## config.mk

```make
export PLATFORM = sky130hd
export DESIGN_NAME = xpar_responder
export DESIGN_NICKNAME = d
export VERILOG_FILES = /design/src/rtl/xpar_responder_pkg.sv /design/src/rtl/xpar_fifo.sv /design/src/rtl/xpar_responder.sv
export SDC_FILE = /design/constraint.sdc
export NUM_CORES = 1
export LEC_CHECK = 0
export ABC_AREA = 1
export CELL_PAD_IN_SITES_DETAIL_PLACEMENT = 1
export CELL_PAD_IN_SITES_GLOBAL_PLACEMENT = 1
export CORE_MARGIN = 2
export CORE_UTILIZATION = 30
export CTS_CLUSTER_DIAMETER = 30
export DETAILED_ROUTE_END_ITERATION = 10
export PLACE_DENSITY_LB_ADDON = 0.2
export SLEW_MARGIN = 30
export SYNTH_ARGS = -nofsm -noshare
export SYNTH_HDL_FRONTEND = slang
export SYNTH_SLANG_ARGS = --single-unit
```

## constraint.sdc

```tcl
create_clock -name clk -period 5.8 [get_ports clk]
set_input_delay 1.45 -clock clk [delete_from_list [all_inputs] [get_ports clk]]
set_output_delay 1.45 -clock clk [all_outputs]
set_load 0.02 [all_outputs]
```

## src/rtl/xpar_responder_pkg.sv

```systemverilog
// ============================================================================
// Module : xpar_responder_pkg
// Brief  : Register offsets, STATUS/FLAGS bit positions and a STATUS packing
//          helper shared by the parallel-interface responder.
// Rev    : 1.0  initial release
// ============================================================================
`default_nettype none

package xpar_responder_pkg;

  // Register map, selected by par_addr[1:0]
  typedef enum logic [1:0] {
    PAR_DATA    = 2'd0,
    PAR_STATUS  = 2'd1,
    PAR_FLAGS   = 2'd2,
    PAR_SCRATCH = 2'd3
  } par_reg_e;

  // STATUS bit and field positions
  localparam int c_ST_TX_FULL    = 0;
  localparam int c_ST_TX_EMPTY   = 1;
  localparam int c_ST_RX_FULL    = 2;
  localparam int c_ST_RX_EMPTY   = 3;
  localparam int c_ST_TX_CNT_LSB = 8;
  localparam int c_ST_RX_CNT_LSB = 16;

  // FLAGS bit positions
  localparam int c_FL_TX_OVF = 0;
  localparam int c_FL_RX_UDF = 1;

  // Assemble the 32-bit STATUS word; unlisted bits are zero.
  function automatic logic [31:0] pack_status(
    input logic       tx_full,
    input logic       tx_empty,
    input logic       rx_full,
    input logic       rx_empty,
    input logic [7:0] tx_cnt,
    input logic [7:0] rx_cnt
  );
    logic [31:0] v;
    v = '0;
    v[c_ST_TX_FULL]                      = tx_full;
    v[c_ST_TX_EMPTY]                     = tx_empty;
    v[c_ST_RX_FULL]                      = rx_full;
    v[c_ST_RX_EMPTY]                     = rx_empty;
    v[c_ST_TX_CNT_LSB +: 8]              = tx_cnt;
    v[c_ST_RX_CNT_LSB +: 8]              = rx_cnt;
    return v;
  endfunction

endpackage

`default_nettype wire

```

## src/rtl/xpar_fifo.sv

```systemverilog
// ============================================================================
// Module : xpar_fifo
// Brief  : Synchronous FIFO with registered storage, count and a head output
//          that reads zero while empty.
// Rev    : 1.0  initial release
// ============================================================================
`default_nettype none

module xpar_fifo #(
  parameter int DATA_W = 32,
  parameter int DEPTH  = 8,
  localparam int PTR_W = $clog2(DEPTH),
  localparam int CNT_W = $clog2(DEPTH) + 1
) (
  input  logic              clk,
  input  logic              i_rst_n,
  input  logic              i_push,
  input  logic [DATA_W-1:0] i_data,
  input  logic              i_pop,
  output logic [DATA_W-1:0] o_head,
  output logic              o_full,
  output logic              o_empty,
  output logic [CNT_W-1:0]  o_count
);

  logic [DATA_W-1:0] r_mem [DEPTH];
  logic [PTR_W-1:0]  r_wr_ptr;
  logic [PTR_W-1:0]  r_rd_ptr;
  logic [CNT_W-1:0]  r_count;
  logic              w_push;
  logic              w_pop;

  // Guard against overrun/underrun even if the caller does not.
  assign w_push  = i_push & ~o_full;
  assign w_pop   = i_pop & ~o_empty;

  assign o_full  = (r_count == CNT_W'(DEPTH));
  assign o_empty = (r_count == '0);
  assign o_count = r_count;
  // Masking the head while empty keeps stale words off the outputs after reset.
  assign o_head  = o_empty ? '0 : r_mem[r_rd_ptr];

  // Storage write; no reset needed because the head is masked while empty.
  always_ff @(posedge clk) begin
    if (w_push) begin
      r_mem[r_wr_ptr] <= i_data;
    end
  end

  // Pointers wrap naturally at the power-of-two depth; count tracks occupancy.
  always_ff @(posedge clk or negedge i_rst_n) begin
    if (!i_rst_n) begin
      r_wr_ptr <= '0;
      r_rd_ptr <= '0;
      r_count  <= '0;
    end else begin
      if (w_push) r_wr_ptr <= r_wr_ptr + PTR_W'(1);
      if (w_pop)  r_rd_ptr <= r_rd_ptr + PTR_W'(1);
      if (w_push && !w_pop)      r_count <= r_count + CNT_W'(1);
      else if (w_pop && !w_push) r_count <= r_count - CNT_W'(1);
    end
  end

endmodule

`default_nettype wire

```

## src/rtl/xpar_responder.sv

```systemverilog
// ============================================================================
// Module : xpar_responder
// Brief  : External responder on the CPU parallel interface. Decodes a
//          four-register map and bridges it to TX/RX valid-ready streams.
// Rev    : 1.0  initial release
// ============================================================================
`default_nettype none

module xpar_responder
  import xpar_responder_pkg::*;
#(
  parameter int DATA_W     = 32,
  parameter int PAR_ADDR_W = 15,
  parameter int FIFO_DEPTH = 8
) (
  input  logic                  clk,
  input  logic                  rst,
  input  logic [PAR_ADDR_W-1:0] par_addr,
  input  logic [DATA_W-1:0]     par_out,
  input  logic                  par_we,
  input  logic                  par_re,
  output logic [DATA_W-1:0]     par_in,
  output logic [DATA_W-1:0]     out_data,
  output logic                  out_valid,
  input  logic                  out_ready,
  input  logic [DATA_W-1:0]     in_data,
  input  logic                  in_valid,
  output logic                  in_ready
);

  localparam int CNT_W = $clog2(FIFO_DEPTH) + 1;

  par_reg_e          w_sel;
  logic              w_unused_addr;

  logic [DATA_W-1:0] w_tx_head;
  logic              w_tx_full;
  logic              w_tx_empty;
  logic [CNT_W-1:0]  w_tx_count;
  logic              w_tx_push;
  logic              w_tx_pop;

  logic [DATA_W-1:0] w_rx_head;
  logic              w_rx_full;
  logic              w_rx_empty;
  logic [CNT_W-1:0]  w_rx_count;
  logic              w_rx_push;
  logic              w_rx_pop;

  logic              w_data_wr;
  logic              w_data_rd;
  logic [1:0]        w_flag_set;
  logic [1:0]        w_flag_clr;

  logic [1:0]        r_flags;
  logic [DATA_W-1:0] r_scratch;

  assign w_sel         = par_reg_e'(par_addr[1:0]);
  assign w_unused_addr = ^par_addr[PAR_ADDR_W-1:2];

  // A simultaneous write wins: the read strobe then has no side effect.
  assign w_data_wr = par_we & (w_sel == PAR_DATA);
  assign w_data_rd = par_re & ~par_we & (w_sel == PAR_DATA);

  // Full/empty are pre-edge values, so a same-cycle stream pop cannot
  // rescue a write to a full TX FIFO.
  assign w_tx_push = w_data_wr & ~w_tx_full;
  assign w_tx_pop  = ~w_tx_empty & out_ready;
  assign w_rx_push = in_valid & ~w_rx_full;
  assign w_rx_pop  = w_data_rd & ~w_rx_empty;

  assign out_valid = ~w_tx_empty;
  assign out_data  = w_tx_head;
  assign in_ready  = ~w_rx_full;

  assign w_flag_set[c_FL_TX_OVF] = w_data_wr & w_tx_full;
  assign w_flag_set[c_FL_RX_UDF] = w_data_rd & w_rx_empty;
  assign w_flag_clr = (par_we && (w_sel == PAR_FLAGS)) ? par_out[1:0] : 2'b00;

  xpar_fifo #(
    .DATA_W (DATA_W),
    .DEPTH  (FIFO_DEPTH)
  ) u_tx_fifo (
    .clk     (clk),
    .i_rst_n (rst),
    .i_push  (w_tx_push),
    .i_data  (par_out),
    .i_pop   (w_tx_pop),
    .o_head  (w_tx_head),
    .o_full  (w_tx_full),
    .o_empty (w_tx_empty),
    .o_count (w_tx_count)
  );

  xpar_fifo #(
    .DATA_W (DATA_W),
    .DEPTH  (FIFO_DEPTH)
  ) u_rx_fifo (
    .clk     (clk),
    .i_rst_n (rst),
    .i_push  (w_rx_push),
    .i_data  (in_data),
    .i_pop   (w_rx_pop),
    .o_head  (w_rx_head),
    .o_full  (w_rx_full),
    .o_empty (w_rx_empty),
    .o_count (w_rx_count)
  );

  // Sticky flags: write-1-to-clear, with a same-cycle set taking priority.
  always_ff @(posedge clk or negedge rst) begin
    if (!rst) begin
      r_flags <= '0;
    end else begin
      r_flags <= (r_flags & ~w_flag_clr) | w_flag_set;
    end
  end

  // Scratch register for software use.
  always_ff @(posedge clk or negedge rst) begin
    if (!rst) begin
      r_scratch <= '0;
    end else if (par_we && (w_sel == PAR_SCRATCH)) begin
      r_scratch <= par_out;
    end
  end

  // Read-data mux; the RX head is already zero while RX is empty.
  always_comb begin
    par_in = '0;
    case (w_sel)
      PAR_DATA:    par_in = w_rx_head;
      PAR_STATUS:  par_in = DATA_W'(pack_status(w_tx_full, w_tx_empty,
                                                w_rx_full, w_rx_empty,
                                                8'(w_tx_count), 8'(w_rx_count)));
      PAR_FLAGS:   par_in = DATA_W'(r_flags);
      PAR_SCRATCH: par_in = r_scratch;
      default:     par_in = '0;
    endcase
  end

endmodule

`default_nettype wire

```

==> metrics.md, run 1 <==
| Metric | Value |
|---|---|
| Fin. max-slew vios | `0` |
| Maximum root-to-sink buffer count | `3` |
| Slowest CP cell | `clkdlybuf4s50_1` |
| Vias in the first global route | `18.1k` |
| Primary FF master, synth | `edfxtp_1` |
| Min Tclk post-route | `5.26 ns` |
| Crit Path Category | `input port to output pin` |
| P&R area growth vs syn | `30.8%` |
| CTS Root Cell | `clkbuf_16` |
| CTS Buf Count | `144` |
| Antenna-violating nets left | `0` |
| M1 wire length | `~33000 um` |
| Worst reg-to-reg path cell count | `7` |
| Gr ovfl total | `0` |
| Worst path cell trace | `clkdlybuf4s50_1 > inv_2 > nand2_1 > a31oi_4 > buf_12 > nand3_1 > nand2_1 > clkdlybuf4s50_1` |
| CTS tree | `built` |
| Post-synthesis register bit count | `~570` |
| Synth top area share | `62.8%` |
| Die width | `about 290 um` |
| Starting Density | `30.3%` |
| Port Buffers | `137` |
| Hold Buf Count CTS | `0` |
| Synth area leader | `edfxtp_1` |
| Maximum VDD drop | `around 0.28 mV` |
| Total GRT Usage | `17.6%` |
| Initial DRC count | `between 800 and 900` |
| Max Clock Freq | `roughly 0.19 GHz` |
| Worst-Skew Late Latency | `approximately 0.7 ns` |
| RSZ-0062 raised after global routing | `no` |
| Post-Syn Area | `24500 um^2` |
| CTS H-tree lvls | `4` |
| Num rows | `104` |
| Mapped Cells | `approximately 2.3k` |
| Seq/Total Area, Yosys | `68.4%` |
| Rel. slew slack | `34.3%` |
| Top sig layer | `met5` |
| Gates resized, CTS repair | `0` |
| WL/cell | `19.6 um` |
| CP arrival | `~3.8 ns` |
| CP Capture Type | `output pin` |
| Final setup viols | `0` |
| Final worst slack | `around 0.54 ns` |
| DIE AREA | `between 80000 and 90000 um^2` |
| Residual DRC | `0` |
| Routed vias/inst | `roughly 4.6` |
| Clock Pin Slew Worst Setup and Hold Paths | `about 0.04 ns` |
| Worst hold path depth | `2` |
| Initial antenna violation count | `6` |
| EDFF count, synth | `512` |
| Hold Fails Final Rpt | `0` |
| Leakage power | `0.0133 uW` |
| Syn nets | `2423` |
| Hold Crit Class | `flip-flop to flip-flop` |
| DR vias | `17.0k` |
| Main area contributors after synthesis | `edfxtp_1 63%, nand2_1 9.5%, dfrtp_1 5.5%, nand3_1 5.5%, inv_1 4.9%` |
| Final Cycle Share | `90.7%` |
| PD cells | `574 nW/um^2` |
| Most frequent cell after synthesis | `nand2_1` |
| Required @ worst endpoint | `4.35 ns` |
| Async S/R FF share, synth | `9.54%` |
| Post-synthesis cell type count | `28` |
| Power, Total | `18400 uW` |
| Final Net Count | `2634` |
| Post-DP HPWL | `between 40000 and 50000 um` |
| Largest net degree at the start of global routing | `roughly 100` |
| Sum Neg Setup Slack | `0 ns` |
| DRT Pass-1 Iters | `4` |
| Worst-Margin Slew | `0.985 ns` |
| Met3 Wirelength | `3140 um` |
| Status | `finished clean` |
| Max incr delay on CP | `0.66 ns` |
| Commonest cells post-synth | `618 x nand2_1, 512 x edfxtp_1, 319 x inv_1` |
| Final hold slack | `0.503 ns` |
| Place WS | `0.529 ns` |
| Die height | `between 200 and 300 um` |
| CP Max Fanout | `17` |
| Mean Syn Cell Area | `10.5 um^2` |
| Layout cells sized above 1 | `12.5%` |
| Post-CTS setup buffers | `0` |
| Yosys warns | `0` |
| Core footprint | `~80000 um^2` |
| Critical Path Source Type | `input port` |
| Global-route wire length before repair | `110000 um` |
| Total Wirelength | `72700 um` |
| Clk_skew | `0.0284 ns` |
| Routed wl met2 | `34500 um` |
| RePlAce Congestion | `0.768` |
| I/O pins | `between 150 and 200` |
| TritonCTS Sinks | `566` |
| MaxCap Viol Count | `0` |
## power breakdown
| group | internal [uW] | total, uW | switching (uW) |
|---|---|---|---|
| combinational | 1710 | 5130 | 3430 |
| sequential | 4940 | 5260 | 318 |
| clock | 5540 | 7980 | 2440 |
| total | 12200 | 18400 | 6190 |
## metal layers
layer | up-vias | global-route usage (%)
met4 | 6 | 6.46
met3 | 130 | 3.68
met5 | - | 0
met2 | 342 | 28.9
met1 | 8446 | 23.0
li1 | 8046 | -
## critical path: cells and delay by family
kind                   cells  cell delay, ns
buffers and inverters      4            1.46
and+or+nand+nor            3            0.45
AOI/OAI and AO/OA          1            0.44
## final cells by class
cell class	instances	area, um^2
Tap cell	1060	1330
Clock inverter	100	1140
Multi-Input combinational cell	1324	6080
Clock buffer	164	3780
Inverter	324	1220
Fill cell	8770	48700
Antenna cell	1	2.50
Sequential cell	566	16700
Timing Repair Buffer	177	1710
## stage by stage
step / instance area, um^2 / util (%) / cells
floorplan: 24500 / - / 2326
global placement: 27100 / 33.5 / 3451
detailed placement: 27100 / 33.5 / 3451
CTS: 32000 / 39.6 / 3715
global route: 32000 / 39.7 / 3716
finish: 32000 / 39.7 / 3716
## sequential cells by signal (all words and copies together), names as in the netlist
signal and cells:
u_tx_fifo.r_mem 256, u_rx_fifo.r_rd_ptr 3, r_flags 2, u_rx_fifo.r_wr_ptr 3, u_tx_fifo.o_count 4, u_tx_fifo.r_wr_ptr 3, u_rx_fifo.o_count 4, r_scratch 32
u_tx_fifo.r_rd_ptr 3, u_rx_fifo.r_mem 256
## cells by family (layout without fill, tap and decap cells)
logic type	Yosys count	count (layout)	synth area share, %
buf+inv	436	765	7.28
mux	30	30	1.78
simple gates	1180	1180	19.6
compound gates	92	92	1.96
xor+xnor	10	10	0.358
flops	566	566	68.4
other cells	0	1	0
fa+ha+maj	12	12	0.675
## cells in the final DEF (no fill, tap or decap), drive strengths merged, types with 4 or more instances in the layout
cell type      synthesis  layout
a21oi                  5       5
buf                   83      41
bufinv                 0      20
clkbuf                29     164
clkdlybuf4s50          0     136
clkinv                 0      66
clkinvlp               0       9
dfrtp                 54      54
edfxtp               512     512
ha                    10      10
inv                  324     329
mux2                  30      30
nand2                619     619
nand3                270     270
nor2                 281     281
nor3                   6       6
o21ai                 82      82
xnor2                  6       6
xor2                   4       4
## final timing paths
kind	start	slack, ns	to
worst max-delay path	par_addr[1]	0.54	par_in[31]
worst min-delay path	r_scratch[1]	0.50	r_scratch[1]
worst max register to register	u_rx_fifo.o_count[0]	2.72	u_rx_fifo.r_mem[1][30]
worst min register to register	r_scratch[1]	0.50	r_scratch[1]
max in group asynchronous	rst	4.04	u_rx_fifo.r_rd_ptr[0]
min in group asynchronous	rst	0.88	r_scratch[5]
Power figures use the tool's default switching activity.
==> inputs of run 2 (changes only) <==
--- a/config.mk
+++ b/config.mk
@@ -8,7 +8,7 @@
 export ABC_AREA = 1
 export CELL_PAD_IN_SITES_DETAIL_PLACEMENT = 1
 export CELL_PAD_IN_SITES_GLOBAL_PLACEMENT = 1
-export CORE_MARGIN = 2
+export CORE_MARGIN = 4
 export CORE_UTILIZATION = 30
 export CTS_CLUSTER_DIAMETER = 30
 export DETAILED_ROUTE_END_ITERATION = 10
==> run 2 against run 1 <==
Against the previous run: largest power group unchanged; combinational power is essentially flat; global-route usage shrank 0.28 points; first-iteration DRC count grew 23%; die area grew 2.8%; largest cell class unchanged; highest routed layer unchanged.
==> metrics.md, run 2 (synthesis gave the netlist of run 1 again) <==
| Metric | Value |
|---|---|
| WL/cell | `20.0 um (+2.1%)` |
| Clk_skew | `0.0364 ns (+0.00800 ns)` |
| Hold Fails Final Rpt | `0 (unchanged)` |
| Port Buffers | `137 (unchanged)` |
| RePlAce Congestion | `0.781 (+1.7%)` |
| Critical Path Source Type | `input port` |
| Sum Neg Setup Slack | `0 ns (unchanged)` |
| Max Clock Freq | `0.185 GHz (-2.9%)` |
| Fin area | `32000 um^2 (-0.14%)` |
| CP Capture Type | `output pin` |
| Die height | `294 um (+1.4%)` |
| Final setup viols | `0 (unchanged)` |
| Starting Density | `30.3% (unchanged)` |
| Hold Buf Count CTS | `0 (unchanged)` |
| I/O pins | `151 (unchanged)` |
| Routed vias/inst | `4.58 (+0.40%)` |
| Min Tclk post-route | `5.42 ns (+0.160 ns)` |
| Place WS | `0.428 ns (-0.101 ns)` |
| DIE AREA | `86200 um^2 (+2.8%)` |
| Vias in the first global route | `18.4k (+1.3%)` |
| Final Net Count | `2630 (-0.15%)` |
| P&R area growth vs syn | `30.6%` |
| CTS tree | `built` |
| Antenna-violating nets left | `0 (unchanged)` |
| CTS H-tree lvls | `4 (unchanged)` |
| Global-route wire length before repair | `112000 um (+2.2%)` |
| DRT Pass-1 Iters | `5 (+1)` |
| Gr ovfl total | `0 (unchanged)` |
| Largest net degree at the start of global routing | `99 (+1.0%)` |
| Fin. max-slew vios | `0 (unchanged)` |
| DR vias | `17.0k (+0.45%)` |
| Worst-Margin Slew | `0.995 ns (+0.00941 ns)` |
| Final Cycle Share | `93.4% (+2.8 points)` |
| Hold Crit Class | `flip-flop to flip-flop` |
| Num rows | `104 (unchanged)` |
| Commonest non-fill, non-tap cell in the layout | `nand2_1` |
| Worst-Skew Late Latency | `0.71 ns (about the same)` |
| Total Wirelength | `74300 um (+2.1%)` |
| Post-CTS setup buffers | `0 (unchanged)` |
| Layout cells sized above 1 | `12.2% (-0.33 points)` |
| CP arrival | `3.97 ns (+0.16 ns)` |
| CTS Root Cell | `clkbuf_16` |
| MaxCap Viol Count | `0 (unchanged)` |
| Required @ worst endpoint | `4.35 ns (about the same)` |
| Fin util | `39.6% (-0.054 points)` |
| Maximum root-to-sink buffer count | `3 (unchanged)` |
| Final worst slack | `0.380 ns (-0.160 ns)` |
| Initial DRC count | `1046 (+23%)` |
| Commonest non-fill, non-tap cells in the layout | `618 x nand2_1, 512 x edfxtp_1, 316 x inv_1` |
| Status | `finished clean` |
| Initial antenna violation count | `5 (-1)` |
| CTS Buf Count | `143 (-0.69%)` |
| PD cells | `573 nW/um^2 (-0.25%)` |
| Die width | `294 um (+1.4%)` |
| Maximum VDD drop | `0.289 mV (+2.3%)` |
| Post-DP HPWL | `43100 um (+0.48%)` |
| Gates resized, CTS repair | `0 (unchanged)` |
| RSZ-0062 raised after global routing | `no` |
| Total GRT Usage | `17.3% (-0.28 points)` |
| TritonCTS Sinks | `566 (unchanged)` |
| Core footprint | `80700 um^2 (unchanged)` |
| Power, Total | `18300 uW (-0.39%)` |
| Residual DRC | `0 (unchanged)` |
| Rel. slew slack | `33.7% (-0.63 points)` |
| Clock Pin Slew Worst Setup and Hold Paths | `0.04 ns (about the same)` |
| Leakage power | `0.0133 uW (-0.35%)` |
| Top flop regs | `u_rx_fifo.r_mem x256, u_tx_fifo.r_mem x256, r_scratch x32` |
| Placed instance area | `27100 um^2 (about the same)` |
| FILL cells | `8749 (-0.24%)` |
| Crit Path Category | `input port to output pin` |
| CP Max Fanout | `17 (unchanged)` |
run 2: worst paths after layout:
check                                     start                endpoint  cells after the start  slack (ns)
setup / recovery                    par_addr[0]              par_in[31]                      8        0.38
hold / removal                    r_scratch[28]           r_scratch[28]                      1        0.51
setup reg to reg           u_rx_fifo.o_count[1]  u_rx_fifo.r_mem[1][11]                      7        2.82
hold reg to reg                   r_scratch[28]           r_scratch[28]                      1        0.51
max in group asynchronous                   rst   u_tx_fifo.r_rd_ptr[0]                      2        3.98
min in group asynchronous                   rst           r_scratch[12]                      1        0.87
run 2: critical path, cell delays in order:
cell             delay, ns
clkdlybuf4s50_1       0.52
inv_2                 0.13
nand2_1               0.17
a31oi_4               0.49
buf_12                0.23
nand3_1               0.09
nand2_1               0.22
clkdlybuf4s50_1       0.66
run 2: metal layers:
metal  GRT usage (%)  vias to the layer above  share of wire (%)
met2            29.2                      326                 48
met4            5.71                        2                2.4
li1                -                     8050                  -
met5               0                        -              0.018
met3            3.82                      135                4.1
met1            22.4                     8534                 45
run 2: stage by stage:
step | std cells | hold WS, ns
after CTS | 3713 | 0.512
final | 3718 | 0.509
after global routing | 3715 | 0.536
after global placement | 3448 | 0.482
after floorplan | 2326 | 0.453
after detailed placement | 3448 | 0.485
run 2: final cells by class:
class / instances / area, um^2 / share of cell area, %
timing repair buffer: 174 / 1700 / 5.31
antenna: 5 / 12.5 / 0.0392
sequential: 566 / 16700 / 52.4
tap: 1060 / 1330 / 4.15
clock buffer: 172 / 3760 / 11.8
inverter: 324 / 1220 / 3.82
clock inverter: 93 / 1120 / 3.50
multi-input combinational: 1324 / 6080 / 19.0
run 2: where the power goes:
part | internal (uW) | total, uW | leakage (uW) | switching (uW)
Sequential | 4940 | 5280 | 0.00527 | 338
Combinational | 1700 | 5130 | 0.00564 | 3420
Clock | 5420 | 7900 | 0.00236 | 2480
Total | 12100 | 18300 | 0.0133 | 6250
==> inputs of run 3 (changes only) <==
--- a/config.mk
+++ b/config.mk
@@ -9,7 +9,7 @@
 export CELL_PAD_IN_SITES_DETAIL_PLACEMENT = 1
 export CELL_PAD_IN_SITES_GLOBAL_PLACEMENT = 1
 export CORE_MARGIN = 4
-export CORE_UTILIZATION = 30
+export CORE_UTILIZATION = 47
 export CTS_CLUSTER_DIAMETER = 30
 export DETAILED_ROUTE_END_ITERATION = 10
 export PLACE_DENSITY_LB_ADDON = 0.2
==> run 3 against run 2 <==
Against the previous run: maximum frequency rose by 3.0%; clock-buffer cell count fell by 43; critical path depth did not move; combinational power fell by 0.8%; clock power fell by 20%; power fell by 8.3%; global-route usage rose by 8.4 points; setup slack improved by 0.16 ns; largest power group unchanged.
==> metrics.md, run 3 (synthesis gave the netlist of run 1 again) <==
| Metric | Value |
|---|---|
| Status | `finished clean` |
| Critical Path Source Type | `flip-flop` |
| Cell Int Power | `10800 uW (-11%)` |
| Clk_skew | `0.0272 ns (-0.00916 ns)` |
| Final worst slack | `0.536 ns (+0.156 ns)` |
| Max Clock Freq | `0.190 GHz (+3.0%)` |
| Starting Density | `47.6% (+17 points)` |
| Antenna-violating nets left | `0 (unchanged)` |
| Worst reg-to-reg path cell count | `12 (+5)` |
| DIE AREA | `55800 um^2 (-35%)` |
| DR vias | `17.4k (+1.9%)` |
| Initial antenna violation count | `7 (+2)` |
| Maximum root-to-sink buffer count | `3 (unchanged)` |
| Commonest non-fill, non-tap cells in the layout | `618 x nand2_1, 512 x edfxtp_1, 317 x inv_1` |
| RePlAce Congestion | `0.809 (+3.5%)` |
| DRT Pass-1 Iters | `5 (unchanged)` |
| Post-DP HPWL | `39300 um (-8.8%)` |
| CTS tree | `built` |
| Min Tclk post-route | `5.26 ns (-0.156 ns)` |
| Port Buffers | `137 (unchanged)` |
| Post-CTS setup buffers | `0 (unchanged)` |
| Gr ovfl total | `0 (unchanged)` |
| Sum Neg Setup Slack | `0 ns (unchanged)` |
| Sw frac | `35.7% (+1.6 points)` |
| Sequential share of power | `31.8% (+3.0 points)` |
| Clock share of power | `37.8% (-5.4 points)` |
| Stages on worst setup path | `8 (unchanged)` |
| Vias in the first global route | `19.4k (+5.7%)` |
| RSZ-0062 raised after global routing | `no` |
| Maximum VDD drop | `0.338 mV (+17%)` |
| Hold Crit Class | `flip-flop to flip-flop` |
| Hold Buf Count CTS | `0 (unchanged)` |
| Final Net Count | `2603 (-1.0%)` |
| Sw power | `5990 uW (-4.1%)` |
| Core footprint | `51400 um^2 (-36%)` |
| Top flop regs | `u_rx_fifo.r_mem x256, u_tx_fifo.r_mem x256, r_scratch x32` |
| Die height | `236 um (-20%)` |
| I/O pins | `151 (unchanged)` |
| Commonest non-fill, non-tap cell in the layout | `nand2_1` |
| Hold Fails Final Rpt | `0 (unchanged)` |
| Global-route wire length before repair | `112000 um (-0.76%)` |
| Slowest CP cell | `dfrtp_4` |
| CP arrival | `3.81 ns (-0.16 ns)` |
| Total GRT Usage | `25.7% (+8.4 points)` |
| Required @ worst endpoint | `4.35 ns (about the same)` |
| PD cells | `552 nW/um^2 (-3.6%)` |
| Fin. max-slew vios | `0 (unchanged)` |
| CP top delay family | `buffers and inverters` |
| Most used cell, CP | `nor2_1` |
| Worst path cell trace | `buf_4 > nor2_1 > nor2_1 > o21ai_0 > nand2_1 > nor2_1 > nor2_1 > clkdlybuf4s50_1` |
| Worst hold path depth | `2 (+1)` |
| CP Capture Type | `output pin` |
| Final Cycle Share | `90.8% (-2.7 points)` |
| Max incr delay on CP | `0.93 ns (+0.27 ns)` |
| WL/cell | `21.9 um (+9.8%)` |
| P&R area growth vs syn | `24.2%` |
| CP Max Fanout | `77 (+60)` |
| MaxCap Viol Count | `0 (unchanged)` |
| Gates resized, CTS repair | `0 (unchanged)` |
| Power, Total | `16800 uW (-8.3%)` |
| CTS Root Cell | `clkbuf_16` |
| Place WS | `0.664 ns (+0.237 ns)` |
| CTS Buf Count | `112 (-22%)` |
| Largest net degree at the start of global routing | `90 (-9.1%)` |
| Worst-Margin Slew | `0.953 ns (-0.0414 ns)` |
| Rel. slew slack | `36.3% (+2.6 points)` |
| Total Wirelength | `72000 um (-3.0%)` |
| Initial DRC count | `1390 (+33%)` |
| Buffers & Inverters on Critical Path | `2 (-2)` |
| Die width | `236 um (-20%)` |
| CTS H-tree lvls | `3 (-1)` |
| R2R setup slack | `2.61 ns (-0.21 ns)` |
| Leakage power | `0.0127 uW (-4.1%)` |
| Crit Path Category | `flip-flop to output pin` |
| Fin util | `59.1% (+20 points)` |
| Routed vias/inst | `5.29 (+15%)` |
| Worst-Skew Late Latency | `0.64 ns (-0.07 ns)` |
| Combinational power share | `30.4% (+2.4 points)` |
| Clock Pin Slew Worst Setup and Hold Paths | `0.06 ns (+0.02 ns)` |
| TritonCTS Sinks | `566 (unchanged)` |
| Final setup viols | `0 (unchanged)` |
| Residual DRC | `0 (unchanged)` |
| Num rows | `83 (-20%)` |
| Layout cells sized above 1 | `11.0% (-1.1 points)` |
==> run 3: path summary, 6_finish.rpt <==
| check | from | end |
|---|---|---|
| max | u_tx_fifo.r_rd_ptr[0] | out_data[18] |
| min | r_scratch[0] | r_scratch[0] |
| max reg2reg | u_tx_fifo.o_count[0] | u_tx_fifo.o_count[3] |
| min reg2reg | r_scratch[0] | r_scratch[0] |
| max in group asynchronous | rst | u_tx_fifo.r_rd_ptr[2] |
| min in group asynchronous | rst | r_scratch[12] |
==> run 3: stage by stage <==
step                      std cells  hold WS [ns]  instance area [um^2]
after global routing           3283         0.528                 30400
after CTS                      3280         0.513                 30300
after detailed placement       3071         0.494                 26600
after floorplan                2326         0.453                 24500
final                          3284         0.506                 30400
after global placement         3071         0.474                 26600
==> run 3: metal layers <==
layer	up-vias	track usage, %	wire length, um
met4	6	9.62	2140
met1	8695	31.6	28600
met2	547	45.3	37000
met5	-	0	32
met3	153	4.90	4200
li1	7974	-	-
==> run 3: final cells by class <==
type / count / area (um^2)
Multi-Input combinational cell: 1324 / 6080
Sequential cell: 566 / 16700
Clock buffer: 129 / 2960
Clock inverter: 80 / 792
Tap cell: 680 / 851
Timing Repair Buffer: 178 / 1730
Antenna cell: 3 / 7.51
Fill cell: 5345 / 21000
Inverter: 324 / 1220
==> run 3: tightest hold or removal path, delay by kind of cell, from the launching register on <==
kind | cells | cell delay (ns)
AND/OR/NAND/NOR | 1 | 0.06
flip-flops | 1 | 0.35
AO/OA/AOI/OAI | 1 | 0.06
==> run 3: power by group through the flow <==
| stage | Sequential [uW] | Clock, uW | Combinational [uW] |
|---|---|---|---|
| 5_1_grt | 5390 | 6650 | 5610 |
| 3_3_place_gp | 5370 | 0 | 4810 |
| 3_5_place_dp | 5390 | 0 | 4980 |
| 6_report | 5340 | 6340 | 5090 |
| 2_1_floorplan | 5130 | 0 | 3280 |
| 4_1_cts | 5340 | 6420 | 5140 |
